`src/rtl/mult_pkg.sv`:
```
// Shared types and constants for the signed/unsigned sequential multiplier.
// Also provides the sizing helper for the iteration counter.
package mult_pkg;

  typedef enum logic [1:0] {
    IDLE = 2'd0,
    RUN  = 2'd1,
    FIX  = 2'd2,
    HOLD = 2'd3
  } state_t;

  localparam int WIDTH_MIN = 2;
  localparam int WIDTH_MAX = 32;

  // Counter must hold values 0..width, so it needs clog2(width+1) bits.
  function automatic int count_width(input int width);
    return $clog2(width + 1);
  endfunction

endpackage

```
`src/rtl/signed_seq_multiplier_abs_unit.sv`:
```
// Combinational magnitude extraction: returns |value| as an unsigned WIDTH-bit
// number plus the sign bit, treating value as unsigned when signed_mode is 0.
module abs_unit #(
  parameter int WIDTH = 8
) (
  input  logic [WIDTH-1:0] value,
  input  logic             signed_mode,
  output logic [WIDTH-1:0] magnitude,
  output logic             sign
);

  // The most-negative value negates to itself, which read as unsigned is the exact magnitude.
  assign sign      = signed_mode & value[WIDTH-1];
  assign magnitude = sign ? (-value) : value;

endmodule

```
`src/rtl/signed_seq_multiplier.sv`:
```
// Sequential shift-add multiplier with runtime signed/unsigned mode, valid/ready
// handshakes on both sides, and two's-complement plus sign/magnitude results.
module signed_seq_multiplier
  import mult_pkg::*;
#(
  parameter int WIDTH     = 8,
  parameter bit EARLY_OUT = 1'b1
) (
  input  logic                 clk,
  input  logic                 rst,
  input  logic                 in_valid,
  output logic                 in_ready,
  input  logic [WIDTH-1:0]     a,
  input  logic [WIDTH-1:0]     b,
  input  logic                 signed_mode,
  output logic                 out_valid,
  input  logic                 out_ready,
  output logic [2*WIDTH-1:0]   product,
  output logic [2*WIDTH-1:0]   magnitude,
  output logic                 negative,
  output logic                 busy
);

  localparam int CW = count_width(WIDTH);

  if (WIDTH < WIDTH_MIN || WIDTH > WIDTH_MAX) begin : g_bad_width
    $error("signed_seq_multiplier: WIDTH out of range");
  end

  state_t state, state_next;

  logic [WIDTH-1:0]   mag_a, mag_b;
  logic               sign_a, sign_b;
  logic [2*WIDTH-1:0] acc;
  logic [WIDTH-1:0]   mcand, mplier;
  logic [CW-1:0]      count;
  logic               neg_flag;
  logic [WIDTH:0]     sum;
  logic               fix_neg;

  abs_unit #(.WIDTH(WIDTH)) u_abs_a (
    .value       (a),
    .signed_mode (signed_mode),
    .magnitude   (mag_a),
    .sign        (sign_a)
  );

  abs_unit #(.WIDTH(WIDTH)) u_abs_b (
    .value       (b),
    .signed_mode (signed_mode),
    .magnitude   (mag_b),
    .sign        (sign_b)
  );

  // Upper half plus optional multiplicand, one extra bit to keep the carry.
  assign sum     = {1'b0, acc[2*WIDTH-1:WIDTH]} + (mplier[0] ? {1'b0, mcand} : '0);
  assign fix_neg = neg_flag & (|acc);

  always_ff @(posedge clk or negedge rst) begin
    if (!rst) state <= IDLE;
    else      state <= state_next;
  end

  always_comb begin
    state_next = state;
    in_ready   = 1'b0;
    out_valid  = 1'b0;
    busy       = 1'b0;
    case (state)
      IDLE: begin
        in_ready = 1'b1;
        if (in_valid) begin
          if (EARLY_OUT && ((mag_a == '0) || (mag_b == '0))) state_next = FIX;
          else                                               state_next = RUN;
        end
      end
      RUN: begin
        busy = 1'b1;
        if (count == CW'(WIDTH - 1)) state_next = FIX;
      end
      FIX: begin
        busy       = 1'b1;
        state_next = HOLD;
      end
      HOLD: begin
        out_valid = 1'b1;
        if (out_ready) state_next = IDLE;
      end
      default: state_next = IDLE;
    endcase
  end

  // Result registers only change in FIX, so they persist until the next operation.
  always_ff @(posedge clk or negedge rst) begin
    if (!rst) begin
      acc       <= '0;
      mcand     <= '0;
      mplier    <= '0;
      count     <= '0;
      neg_flag  <= 1'b0;
      product   <= '0;
      magnitude <= '0;
      negative  <= 1'b0;
    end else begin
      case (state)
        IDLE: begin
          if (in_valid) begin
            acc      <= '0;
            mcand    <= mag_b;
            mplier   <= mag_a;
            count    <= '0;
            neg_flag <= sign_a ^ sign_b;
          end
        end
        RUN: begin
          acc    <= {sum, acc[WIDTH-1:1]};
          mplier <= mplier >> 1;
          count  <= count + CW'(1);
        end
        FIX: begin
          magnitude <= acc;
          negative  <= fix_neg;
          product   <= fix_neg ? (-acc) : acc;
        end
        default: ;
      endcase
    end
  end

endmodule
```
`config.mk`:
```
export PLATFORM = sky130hd
export DESIGN_NAME = signed_seq_multiplier
export DESIGN_NICKNAME = d
export VERILOG_FILES = /design/src/rtl/mult_pkg.sv /design/src/rtl/signed_seq_multiplier_abs_unit.sv /design/src/rtl/signed_seq_multiplier.sv
export SDC_FILE = /design/constraint.sdc
export NUM_CORES = 1
export LEC_CHECK = 0
export ABC_AREA = 1
export CAP_MARGIN = 20
export CORE_MARGIN = 2
export CORE_UTILIZATION = 55
export CTS_CLUSTER_DIAMETER = 100
export DETAILED_ROUTE_END_ITERATION = 7
export PLACE_DENSITY = 0.86
export SKIP_LAST_GASP = 1
export SLEW_MARGIN = 20
export SYNTH_ARGS = -nofsm -noshare
export SYNTH_HDL_FRONTEND = slang
export SYNTH_HIERARCHICAL = 1
export SYNTH_SLANG_ARGS = --single-unit
```
`constraint.sdc`:
```
create_clock -name clk -period 2.21 [get_ports clk]
set_clock_uncertainty 0.15 [all_clocks]
set_input_delay 0.221 -clock clk [delete_from_list [all_inputs] [get_ports clk]]
set_output_delay 0.221 -clock clk [all_outputs]
set_load 0.05 [all_outputs]
```
==> tab_implementation.tex <==
\begin{tabular}{lr}
\hline
Metric & Value \\
\hline
\multicolumn{2}{l}{\textbf{Power}} \\
\quad Worst IR drop on VDD & between 0.0008 and 0.0009 V \\
\quad Leakage power figure & 0.00265 uW \\
\quad Pwr dens & between 1000 and 1500 nW/um\^{}2 \\
\quad Sw Ratio & between 40 and 50\% \\
\quad Internal Pwr Total & 3800 uW \\
\quad Sequential share of power & 29.4\% \\
\quad Clock group share of total power & about 16\% \\
\quad Portion of total power attributed to combinational logic & 55.0\% \\
\quad Switching power summed over all nets & 3580 uW \\
\quad Overall power after layout & approximately 7400 uW \\
\multicolumn{2}{l}{\textbf{Final layout}} \\
\quad Diode insertion count for antenna repair & 0 \\
\quad Area Overhead vs Synth & 22.8\% \\
\quad Post-route cell area & 4940 um\^{}2 \\
\quad Final net count & about 650 \\
\quad Share of layout cells above drive strength 1 & approximately 7.9\% \\
\multicolumn{2}{l}{\textbf{Worst setup path}} \\
\quad Worst setup path start & state[0] \\
\quad Slowest cell delay on critical path & approximately 0.8 ns \\
\quad Largest delay share family, worst path & buffers and inverters \\
\quad Slack of the worst reg-to-reg path & $\sim$0.23 ns \\
\quad Req. time, crit path & approximately 1.8 ns \\
\quad CP Depth & 2 \\
\quad Max Fanout on Critical Path & 4 \\
\quad Worst-path cell chain & ha\_1, clkdlybuf4s50\_1 \\
\quad Buffer and inverter count on the worst path & 1 \\
\quad Sort of element at the start of the critical path & flip-flop \\
\quad Type of the worst setup path & flip-flop to output port \\
\quad Reg-to-Reg End & acc[13] \\
\quad Endpoint class of the critical path & output port \\
\quad Endpoint arrival time on the critical path & 1.73 ns \\
\quad Worst reg2reg startpoint & mplier[0] \\
\quad Path depth of the worst reg2reg path & 10 \\
\quad Critical path capture point & out\_valid \\
\quad Slowest cell on the critical path & clkdlybuf4s50\_1 \\
\multicolumn{2}{l}{\textbf{Timing}} \\
\quad Hold violation count in the final report & 0 \\
\quad Shortest clock period the worst path allows after layout & $\sim$2.1 ns \\
\quad Rel. slew slack & 65.3\% \\
\quad Final setup fails & 0 \\
\quad Slew at the pin closest to its max-slew limit & around 0.52 ns \\
\quad Final critical-path share of the clock period & a little over nine tenths \\
\quad Max Slew Vio Count & 0 \\
\quad Setup TNS & 0 ns \\
\quad Highest clock frequency the design can meet & about 480 MHz \\
\quad Unrepaired setup endpoints after global routing & false \\
\multicolumn{2}{l}{\textbf{Run}} \\
\quad Number of maximum-capacitance violations & 0 \\
\multicolumn{2}{l}{\textbf{Drt}} \\
\quad DR WL met3 & between 300 and 400 um \\
\quad Routed Wire Length & between 9000 and 10000 um \\
\quad Top sig layer & met4 \\
\quad Met2 WL post-DR & $\sim$4500 um \\
\quad ANT nets after route & 0 \\
\quad Pre-antenna DRT Iters & 4 \\
\quad Starting DRC count in detailed routing & about 190 \\
\quad Routed via count & between 3000 and 4000 \\
\quad Remaining design rule violation count & 0 \\
\quad Post-route met1 wirelength & about 3800 um \\
\quad Mean routed wirelength per cell & between 10 and 15 um \\
\quad Mean number of vias per cell & slightly above 5 \\
\multicolumn{2}{l}{\textbf{Placement}} \\
\quad Port Buf Inserts & 56 \\
\quad Routability Congestion & $\sim$0.90 \\
\quad Post-detailed-placement cell area & 4700 um\^{}2 \\
\quad DP Wirelength & a little under 7000 um \\
\multicolumn{2}{l}{\textbf{Yosys}} \\
\quad Nets in the synthesized netlist & between 500 and 600 \\
\quad Average footprint of a synthesized cell & 7.38 um\^{}2 \\
\quad Yosys warning count & 6 \\
\quad Fraction of synthesis flops using an asynchronous set or reset pin & between 90\% and 100\% \\
\quad Area fraction of the dominant cell type after synthesis & between 40 and 50\% \\
\quad Number of enable flip-flop cells after synthesis & 0 \\
\quad Cell with the most instances after synthesis & nand2\_1 \\
\quad Count of mapped cells out of synthesis & between 500 and 600 \\
\quad Top FF cell, synth & dfrtp\_1 \\
\quad Number of flip-flops and latches in the synthesized netlist & 71 \\
\quad Distinct cell type count of the synthesized netlist & 36 \\
\quad Fraction of the yosys area taken by sequential cells & between 40\% and 50\% \\
\quad Largest cells by area after synthesis & dfrtp\_1, nand2\_1, inv\_1 \\
\quad Leading cell types by count after synthesis & nand2\_1, dfrtp\_1, inv\_1 \\
\quad Cell taking the most area after synthesis & dfrtp\_1 \\
\quad Post-Syn Area & between 4000 and 5000 um\^{}2 \\
\multicolumn{2}{l}{\textbf{Clocking}} \\
\quad CTS H-Tree Depth & 3 \\
\quad Clock slew at reported path FFs & around 0.070 ns \\
\quad Maximum clock path buffer count & 2 \\
\quad Number of sinks handled by clock tree synthesis & about 70 \\
\quad Clock tree from TritonCTS & built \\
\quad Inserted Clock Buffers & 9 \\
\quad Root Buffer & clkbuf\_8 \\
\quad Source-to-sink clock delay at the later pin of the worst-skew pair & 0.35 ns \\
\multicolumn{2}{l}{\textbf{Global route}} \\
\quad Pin count of the biggest net entering global routing & 72 \\
\quad Overall fraction of global-route tracks in use & between 20\% and 30\% \\
\quad Vias in the first global route & approximately 3600 \\
\quad Grt ovf & 0 \\
\quad Number of antenna violations at the first check in global routing & 0 \\
\quad First-pass GRT wire length & 15400 um \\
\multicolumn{2}{l}{\textbf{Floorplan}} \\
\quad Initial standard-cell utilization of the core & a little under three fifths \\
\quad Io pins & 57 \\
\quad Die Span Y & a little under 90 um \\
\quad Die outline area & 8010 um\^{}2 \\
\quad Number of placement rows & 31 \\
\quad Die Width & just under 90 um \\
\quad Core region area & approximately 7000 um\^{}2 \\
\multicolumn{2}{l}{\textbf{Outcome}} \\
\quad Outcome & finished clean \\
\multicolumn{2}{l}{\textbf{Hold path}} \\
\quad Worst Hold Class & input port to async pin \\
\hline
\end{tabular}
## registers in the layout, indices dropped and copies added, names as in the netlist
signal,count
mplier,8
product,16
negative,1
mcand,8
acc,16
state,2
magnitude,15
neg_flag,1
count,4
## through the flow
stage,setup slack [ns],hold WS (ns),std cells,utilization [%]
after detailed placement,0.0801,0.122,693,65.6
after global placement,0.176,0.122,693,65.6
after global routing,0.0147,0.333,710,68.9
after floorplan,0.165,-0.225,545,-
after CTS,0.0856,0.287,709,68.8
final,0.112,0.278,710,68.9
## layout make-up
cell class	instances	area [um^2]
clock inverter	5	81.3
inverter	63	236
multi-input combinational	395	1920
timing repair buffer	67	661
clock buffer	10	138
tap	99	124
fill	597	2230
sequential	71	1780
## cell usage in the layout, fill, tap and decap left out, types with 2 or more instances in the layout
cell type        Yosys  final
nand3_1             25     25
buf_12               0      2
o21ai_1              7      7
nand4_1              3      3
a22o_1               2      2
bufinv_16            0      2
inv_2                7      7
ha_1                16     16
buf_4                3     10
nor2_1              48     48
nand2_1            206    206
nand2_2              3      3
clkdlybuf4s50_1      0     53
a22oi_1              6      6
o21ai_0             23     23
xnor2_1              2      2
nor3_1               2      2
a21oi_1             12     12
clkbuf_8             0     10
xor2_1               6      6
nor2_2               6      6
nand3b_1             6      6
dfrtp_1             71     71
o21a_1               3      3
inv_1               55     55
o22ai_1             10     10
## worst min path at each step
| stage | from | endpoint | slack, ns | cells past startpoint |
|---|---|---|---|---|
| after global placement | rst | magnitude[10] | 0.12 | 2 |
| after CTS | rst | product[12] | 0.29 | 3 |
| after global routing | rst | product[15] | 0.33 | 3 |
| after floorplan | rst | acc[0] | -0.22 | 0 |
| after detailed placement | rst | product[12] | 0.12 | 2 |
| final | rst | product[12] | 0.28 | 3 |
## repair_timing
item                                    in CTS  in global routing
hold buffers                                 1                  0
setup buffers                                0                  1
resized for setup                            0                  0
hold endpoints to repair                    71                  0
endpoints found under the setup margin       0                  1
## power groups by stage
stage               combinational, uW  sequential (uW)  clock, uW
floorplan                        2270             2770          0
detailed placement               4040             2190          0
global placement                 3930             2170          0
finish                           4060             2170       1150
CTS                              4060             2170       1170
global route                     4510             2230       1220
## layer usage
metal | vias to the layer above | GRT usage (%)
met5 | - | 0
met1 | 1699 | 28.5
met2 | 111 | 44.2
li1 | 1850 | -
met3 | 30 | 3.32
met4 | 0 | 15.1
## logic make-up (layout without fill, tap and decap cells)
group                      Yosys count  in the layout  share of synthesized area, %
DFF                                 71             71                          44.2
and+or+nand+nor                    303            303                          30.9
buffers and inverters               79            145                          7.99
xor gates and xnor gates             8              8                          1.74
AOI/OAI and AO/OA                   67             67                          9.74
adders and majority gates           17             17                          5.47
## worst register-to-register path, delay by kind of cell, from the launching register on
family	cells	cell delay, ns
DFF	1	0.41
adders and majority gates	2	0.61
and+or+nand+nor	7	0.65
buffers and inverters	1	0.05
Note: power is estimated with default switching activity, not from simulation.
